File: config.mk
export PLATFORM = sky130hd
export DESIGN_NAME = instr_sequencer
export DESIGN_NICKNAME = d
export VERILOG_FILES = /design/src/rtl/instr_sequencer.sv
export SDC_FILE = /design/constraint.sdc
export NUM_CORES = 1
export LEC_CHECK = 0
export BUFFER_PORTS_ARGS = -buffer_cell sky130_fd_sc_hd__buf_2
export CAP_MARGIN = 20
export CORE_AREA = 2 2 67 69
export CTS_CLUSTER_SIZE = 16
export DETAILED_ROUTE_END_ITERATION = 10
export DIE_AREA = 0 0 69 71
export PLACE_DENSITY_LB_ADDON = 0.15
export SETUP_SLACK_MARGIN = 0.2
export SLEW_MARGIN = 10
export SYNTH_ARGS = -nofsm -noshare
export SYNTH_HDL_FRONTEND = slang
export SYNTH_SLANG_ARGS = --single-unit
File: constraint.sdc
create_clock -name clk -period 2.5 [get_ports clk]
set_input_delay 0.25 -clock clk [delete_from_list [all_inputs] [get_ports clk]]
set_output_delay 0.25 -clock clk [all_outputs]
set_load 0.05 [all_outputs]
File: src/rtl/instr_sequencer.sv
// instr_sequencer: multi-cycle fetch/execute controller for the 9-bit core.
// Owns PC and IR, sequences fetch, ALU write-back, data-memory handshakes and
// branches, and flags program end or memory-timeout abort.
module instr_sequencer #(
  parameter int PC_W     = 8,
  parameter int PROG_LEN = 256,
  parameter int MEM_TMO  = 15,
  parameter int CNT_W    = 16
) (
  input  logic             clk,
  input  logic             reset,
  input  logic             start,
  input  logic [8:0]       instr,
  input  logic             zero_flag,
  input  logic [PC_W-1:0]  branch_target,
  input  logic             dmem_ready,
  output logic [PC_W-1:0]  pc,
  output logic [8:0]       ir,
  output logic             imem_en,
  output logic [2:0]       alu_op,
  output logic             rf_we,
  output logic             dmem_req,
  output logic             dmem_we,
  output logic             done,
  output logic             mem_err,
  output logic [CNT_W-1:0] retired
);

  localparam int TMO_W = $clog2(MEM_TMO + 1);
  localparam logic [TMO_W-1:0] TMO_LAST = TMO_W'(MEM_TMO - 1);
  localparam logic [PC_W:0]    PROG_END = (PC_W + 1)'(PROG_LEN);

  localparam logic [2:0] OP_LDR = 3'b100;
  localparam logic [2:0] OP_STR = 3'b101;
  localparam logic [2:0] OP_BR  = 3'b110;
  localparam logic [2:0] OP_BRZ = 3'b111;

  typedef enum logic [2:0] {
    S_IDLE     = 3'd0,
    S_FETCH    = 3'd1,
    S_EXEC     = 3'd2,
    S_MEM_WAIT = 3'd3,
    S_DONE     = 3'd4
  } state_e;

  state_e            state_q;
  logic [PC_W-1:0]   pc_q;
  logic [8:0]        ir_q;
  logic [CNT_W-1:0]  retired_q;
  logic [TMO_W-1:0]  tmo_q;
  logic              done_q;
  logic              mem_err_q;

  logic [2:0]        opcode_s;
  logic              is_mem_s;
  logic              is_alu_s;
  logic [PC_W:0]     pc_inc_s;
  logic [PC_W:0]     npc_d;
  logic              end_s;
  logic              retire_s;

  assign opcode_s = ir_q[8:6];
  assign is_mem_s = (opcode_s == OP_LDR) || (opcode_s == OP_STR);
  assign is_alu_s = (opcode_s[2] == 1'b0);
  // One extra bit so that stepping past the last PC is visible as program end.
  assign pc_inc_s = {1'b0, pc_q} + {{PC_W{1'b0}}, 1'b1};
  assign end_s    = (npc_d >= PROG_END);

  // Next PC after the current instruction retires (branches pick the target).
  always_comb begin
    npc_d = pc_inc_s;
    case (opcode_s)
      OP_BR:   npc_d = {1'b0, branch_target};
      OP_BRZ:  npc_d = zero_flag ? {1'b0, branch_target} : pc_inc_s;
      default: npc_d = pc_inc_s;
    endcase
  end

  // Retire point: EXEC for non-memory ops, the ready cycle for LDR/STR.
  always_comb begin
    retire_s = 1'b0;
    if (state_q == S_EXEC) begin
      retire_s = !is_mem_s;
    end else if (state_q == S_MEM_WAIT) begin
      retire_s = dmem_ready;
    end else begin
      retire_s = 1'b0;
    end
  end

  // Strobes decoded from state and IR only (plus ready for the LDR write-back).
  always_comb begin
    imem_en  = 1'b0;
    alu_op   = 3'b000;
    rf_we    = 1'b0;
    dmem_req = 1'b0;
    dmem_we  = 1'b0;
    case (state_q)
      S_FETCH: imem_en = 1'b1;
      S_EXEC: begin
        if (is_alu_s) begin
          alu_op = opcode_s;
          rf_we  = 1'b1;
        end else if (is_mem_s) begin
          dmem_req = 1'b1;
          dmem_we  = (opcode_s == OP_STR);
        end else begin
          alu_op = 3'b000;
        end
      end
      S_MEM_WAIT: begin
        dmem_req = 1'b1;
        dmem_we  = (opcode_s == OP_STR);
        rf_we    = dmem_ready && (opcode_s == OP_LDR);
      end
      default: imem_en = 1'b0;
    endcase
  end

  // Sequencer FSM with PC, IR, retire counter, timeout and status registers.
  always_ff @(posedge clk) begin
    if (reset) begin
      state_q   <= S_IDLE;
      pc_q      <= {PC_W{1'b0}};
      ir_q      <= 9'd0;
      retired_q <= {CNT_W{1'b0}};
      tmo_q     <= {TMO_W{1'b0}};
      done_q    <= 1'b0;
      mem_err_q <= 1'b0;
    end else begin
      case (state_q)
        S_IDLE, S_DONE: begin
          if (start) begin
            pc_q      <= {PC_W{1'b0}};
            retired_q <= {CNT_W{1'b0}};
            done_q    <= 1'b0;
            mem_err_q <= 1'b0;
            state_q   <= S_FETCH;
          end
        end
        S_FETCH: begin
          ir_q    <= instr;
          state_q <= S_EXEC;
        end
        S_EXEC: begin
          if (is_mem_s) begin
            tmo_q   <= {TMO_W{1'b0}};
            state_q <= S_MEM_WAIT;
          end else begin
            state_q <= end_s ? S_DONE : S_FETCH;
          end
        end
        S_MEM_WAIT: begin
          if (dmem_ready) begin
            state_q <= end_s ? S_DONE : S_FETCH;
          end else if (tmo_q == TMO_LAST) begin
            mem_err_q <= 1'b1;
            done_q    <= 1'b1;
            state_q   <= S_DONE;
          end else begin
            tmo_q <= tmo_q + TMO_W'(1);
          end
        end
        default: state_q <= S_IDLE;
      endcase

      if (retire_s) begin
        pc_q   <= npc_d[PC_W-1:0];
        done_q <= end_s;
        if (retired_q != {CNT_W{1'b1}}) begin
          retired_q <= retired_q + CNT_W'(1);
        end
      end
    end
  end

  assign pc      = pc_q;
  assign ir      = ir_q;
  assign done    = done_q;
  assign mem_err = mem_err_q;
  assign retired = retired_q;

endmodule

# == Word level (Yosys, flattened, before mapping) ==
# Index checks and enable logic that the tools add are counted.
# totals
elab_cells,82
reg_bits,42
mem_count,0
out_inout_bits,42
mem_bits_rw,0
latch_bits,0
inputBits,22
romBits,0
# op_classes
add_sub_neg,3
n_bitwise,0
n_mul,0
n_mux,37
n_lt_le_gt_ge,1
n_shift,0
n_div,0
eq_ne,19
n_reduce_logical,15
# op_table
cell,count
$mux W16,4
$mux W8,3
$pmux W9 S2,1
$add A16 B1 Y16 const B,1
$ne A16 B16 Y1 const B,1
$eq A3 B3 Y1 const B,5
$mux W3,5
$mux W1,12
$mux W4,3
$pmux W3 S4,1
$reduce_and A4 Y1,3
$add A8 B1 Y9 const B,1
$ge A9 B9 Y1 const B,1
$mux W9,1
$ne A2 B2 Y1 const B,4
$pmux W1 S2,4
$pmux W4 S2,1
$reduce_bool A2 Y1,4
$eq A3 B2 Y1 const B,2
$ne A3 B2 Y1 const B,2
$ne A3 B3 Y1 const B,2
$add A4 B1 Y4 const B,1
$eq A4 B4 Y1 const B,1
$mux W2,2
other kinds (9),10

# == Depth between registers and ports, before layout ==
# logic_depth
depth_word,7
ltp_mapped,7
ltp_nobuf,7

# == Worst setup path before layout ==
# OpenSTA, ideal clock, no wires.
# synth_path
path_type,register to output
start,register ir_q[8] (netlist: ir[8])
end,output alu_op[1]
path_stages_with_launch,3
required_time_ps,2250
n_path_buf,0
setup_slack_ps,277
arrival_ps,1973
path_cell_list,dfxtp_1 > or2_2 > nor3_1
# synth_between
elab_chain_cells,2
# synth_lines
item,line_no,rtl
from (decl),48,logic [8:0] ir_q;
from (signal assigned),142,ir_q <= instr;
$mux W2,101,if (is_alu_s) begin
$mux W2,98,case (state_q)
to (decl),20,"output logic [2:0] alu_op,"
# Every way passes these cells.

# == Final worst setup path ==
# layout_path
start,register retired_q[0] (netlist: retired[0])
end,register retired_q[5] (netlist: retired[5])
# layout_between
elab_chain_cells,3
elab_cells_between_ends,4
cone_classes,1 x add/sub; 1 x eq/ne; 2 x mux
# layout_lines
item,line_no,rtl
from (decl),49,logic [CNT_W-1:0] retired_q;
from (signal assigned),126,retired_q <= {CNT_W{1'b0}};
from (signal assigned),135,retired_q <= {CNT_W{1'b0}};
from (signal assigned),171,retired_q <= retired_q + CNT_W'(1);
$add A16 B1 Y16 / $ne A16 B16 Y1 (equally long branches),"171, 170",
$mux W16 *,170,if (retired_q != {CNT_W{1'b1}}) begin
$mux W16 *,167,if (retire_s) begin
# Mark *: on every way between the ends. The rest lies on a longest branch, timed or not.
# A chain may end at the register's enable or synchronous reset.

==> results.toml <==
[sta]
skew_ps = 6.14
clock.fmax_ghz = 0.480
hold_viol = 0
fin_ws_ps = 419
tightest_slew_ps = 591
min_period_over_period_pct = 83.3
period_needed_ps = 2080
drv_slew = 0
tns_ps = 0
relSlewSlack_pct = 60.5
grt_setup_unrepaired = "no"
setup_viol = 0

[clock_tree]
cts_buffer_depth = 2
clkTransAtPathRegs_ps = 80
postCtsSetupBuffers = 0
cts_sinks = 42
clk_latency_ps = 290
cts_tree = "yes"
cts_max_level = 2
cts.repair.resized = 0
cts_made_buffers = 5
root_buffer = "clkbuf_8"
hold_buffers = 0

[power]
ir_worst_vdd_mv = 0.393
powerDensity_mw_per_mm2 = 568
p_leak_nw = 1.07

[global_route]
top_usage_layer = "met2"
met3_usage_pct = 5.56
grt_overflow = 0
grt_pass1_vias = 1970
antenna_found_initial = 0
grt_max_degree = 21
grt_pass1_wl_um = 8970
grtUsageMet1_pct = 30.0
grt_use_met2_pct = 34.3
track_usage_pct = 22.0

[critical_path]
regToRegSetupSlack_ps = 420
slowest_delay_ps = 410
worstPathArrival_ps = 2290
worstPathCellList = "ha_1, nand4_1, nor4_2, buf_4, o21a_1, nor2_1, a211oi_1"
crit_fanout = 12
worstSetupPathType = "flip-flop to flip-flop"
crit_slowest_cell = "dfxtp_1"
cp-start-kind = "flip-flop"
crit_required_ps = 2710
end_kind = "flip-flop"

[route]
drt_iter0_markers = 204
drc_errors = 0
detail_route.first_pass.iterations = 4
routed_wirelength_um = 5370
detail_route.vias_per_cell = 5.85
wire_per_inst_um = 13.8
ant_nets = 0
vias = 2282

[cells_and_area]
syn_to_final_growth_pct = 20.6
final_common_cell = "buf_2"
design_area_mm2 = 0.00271
layout_common_cells = "62 x buf_2, 42 x dfxtp_1, 34 x nor2_1, 21 x a21oi_1, 20 x nand3_1"
num_antenna_cells = 0
finalNetCount = 363
drive_above_1_share_pct = 26.3
fill_cells = 382

[die]
die_w_um = 69
core_region_area_mm2 = 0.00420
fp.dieH_um = 71
rows = 24
ioPinCount = 64
start_util_pct = 53.5
die_area_mm2 = 0.00490

[synth]
syn_avg_cell_area_um2 = 8.18
synth-seq-area-share_pct = 37.4
ys.flop_type = "dfxtp_1"
synth_edf_count = 0
syn_nets = 301
synthArstFlopShare_pct = 0
ys_warn_count = 0
yosysTopAreaCellShare_pct = 37.4
yosys.area.top_type = "dfxtp_1"
netlist_area_mm2 = 0.00225
synthCells = 275
yosys_register_bits = 42
yosysUniqueCellTypes = 55
synth_area_leaders = "dfxtp_1 37%, nor2_1 5.7%, a21oi_1 4.7%"

[place]
placedInstanceArea_mm2 = 0.00260
gp_congestion = 0.830
dp_hpwl_um = 3860
dp_slack_ps = 477
port_buffers = 62

[run]
drv_cap = 0

[status]
status = "complete, no violations"

[worst_hold_path]
min_path_type = "input port to flip-flop"
-- flip-flops by register name, indices dropped and copies added (netlist names) --
name     count
mem_err      1
state_q      3
tmo_q        4
ir           9
done         1
pc           8
retired     16
-- final timing paths --
kind,startpoint,end,cells past startpoint
min reg2reg,mem_err$_SDFFE_PP0P_,mem_err$_SDFFE_PP0P_,1
max reg2reg,retired[0]$_SDFF_PP0_,retired[5]$_SDFF_PP0_,7
min,instr[4],ir[4]$_SDFFE_PP0P_,3
max,retired[0]$_SDFF_PP0_,retired[5]$_SDFF_PP0_,7
-- synth_stat cells (all sizes together) (2+ instances only) --
cell type / count
mux2i: 9
a31oi: 5
nand4: 10
and3: 4
dfxtp: 42
xor2: 3
nor2b: 3
or2: 2
clkbuf: 4
a22oi: 3
ha: 4
nor4: 5
a21oi: 22
and2: 3
nor2: 35
o32ai: 2
a32oi: 2
nor3: 13
a211oi: 6
nand3b: 3
o211ai: 3
nand4b: 2
nand3: 20
nand2: 17
o21a: 2
or3: 6
inv: 6
buf: 9
nand2b: 4
o21ai: 11
-- report_power, final --
group | switching [mW] | leakage, nW | internal (mW)
Clock | 0.245 | 0.0504 | 0.297
Sequential | 0.0222 | 0.340 | 0.688
Combinational | 0.197 | 0.679 | 0.0918
Total | 0.464 | 1.07 | 1.08
-- metal layers --
| layer | vias to the layer above | share of wire, % |
|---|---|---|
| met3 | 4 | 6.2 |
| met4 | 0 | 0.76 |
| li1 | 1136 | - |
| met2 | 83 | 46 |
| met5 | - | 0 |
| met1 | 1059 | 47 |
-- final cells by class --
type | count | area (um2) | area share, %
multi-input combinational | 214 | 1310 | 48.5
tap | 52 | 65.1 | 2.40
clock inverter | 3 | 45.0 | 1.66
inverter | 6 | 22.5 | 0.831
clock buffer | 5 | 68.8 | 2.54
timing repair buffer | 68 | 355 | 13.1
sequential | 42 | 841 | 31.0
-- logic make-up (layout without fill, tap and decap cells) --
logic type / after synthesis / in the layout / synth area share [%]
xor+xnor: 4 / 4 / 1.56
flops: 42 / 42 / 37.4
mux: 10 / 10 / 4.51
other cells: 1 / 1 / 0.167
simple gates: 131 / 131 / 30.8
buf+inv: 19 / 82 / 4.40
compound gates: 64 / 64 / 19.0
fa+ha+maj: 4 / 4 / 2.23
-- metrics by stage --
stage | utilization [%] | cells | hold WS, ps | total power [mW]
finish | 64.5 | 390 | 188 | 1.54
CTS | 64.5 | 390 | 185 | 1.55
detailed placement | 61.8 | 382 | 450 | 1.01
global route | 64.5 | 390 | 200 | 1.61
global placement | 61.8 | 382 | 445 | 1.01
floorplan | - | 275 | 397 | 0.947
-- worst max-delay path, delay by kind of cell (launching register included) --
kind	cells	cell delay [ps]
compound gates	2	540
fa+ha+maj	1	210
buf+inv	1	230
flops	1	410
simple gates	3	600
No activity file was read; power rests on OpenSTA's default activity.
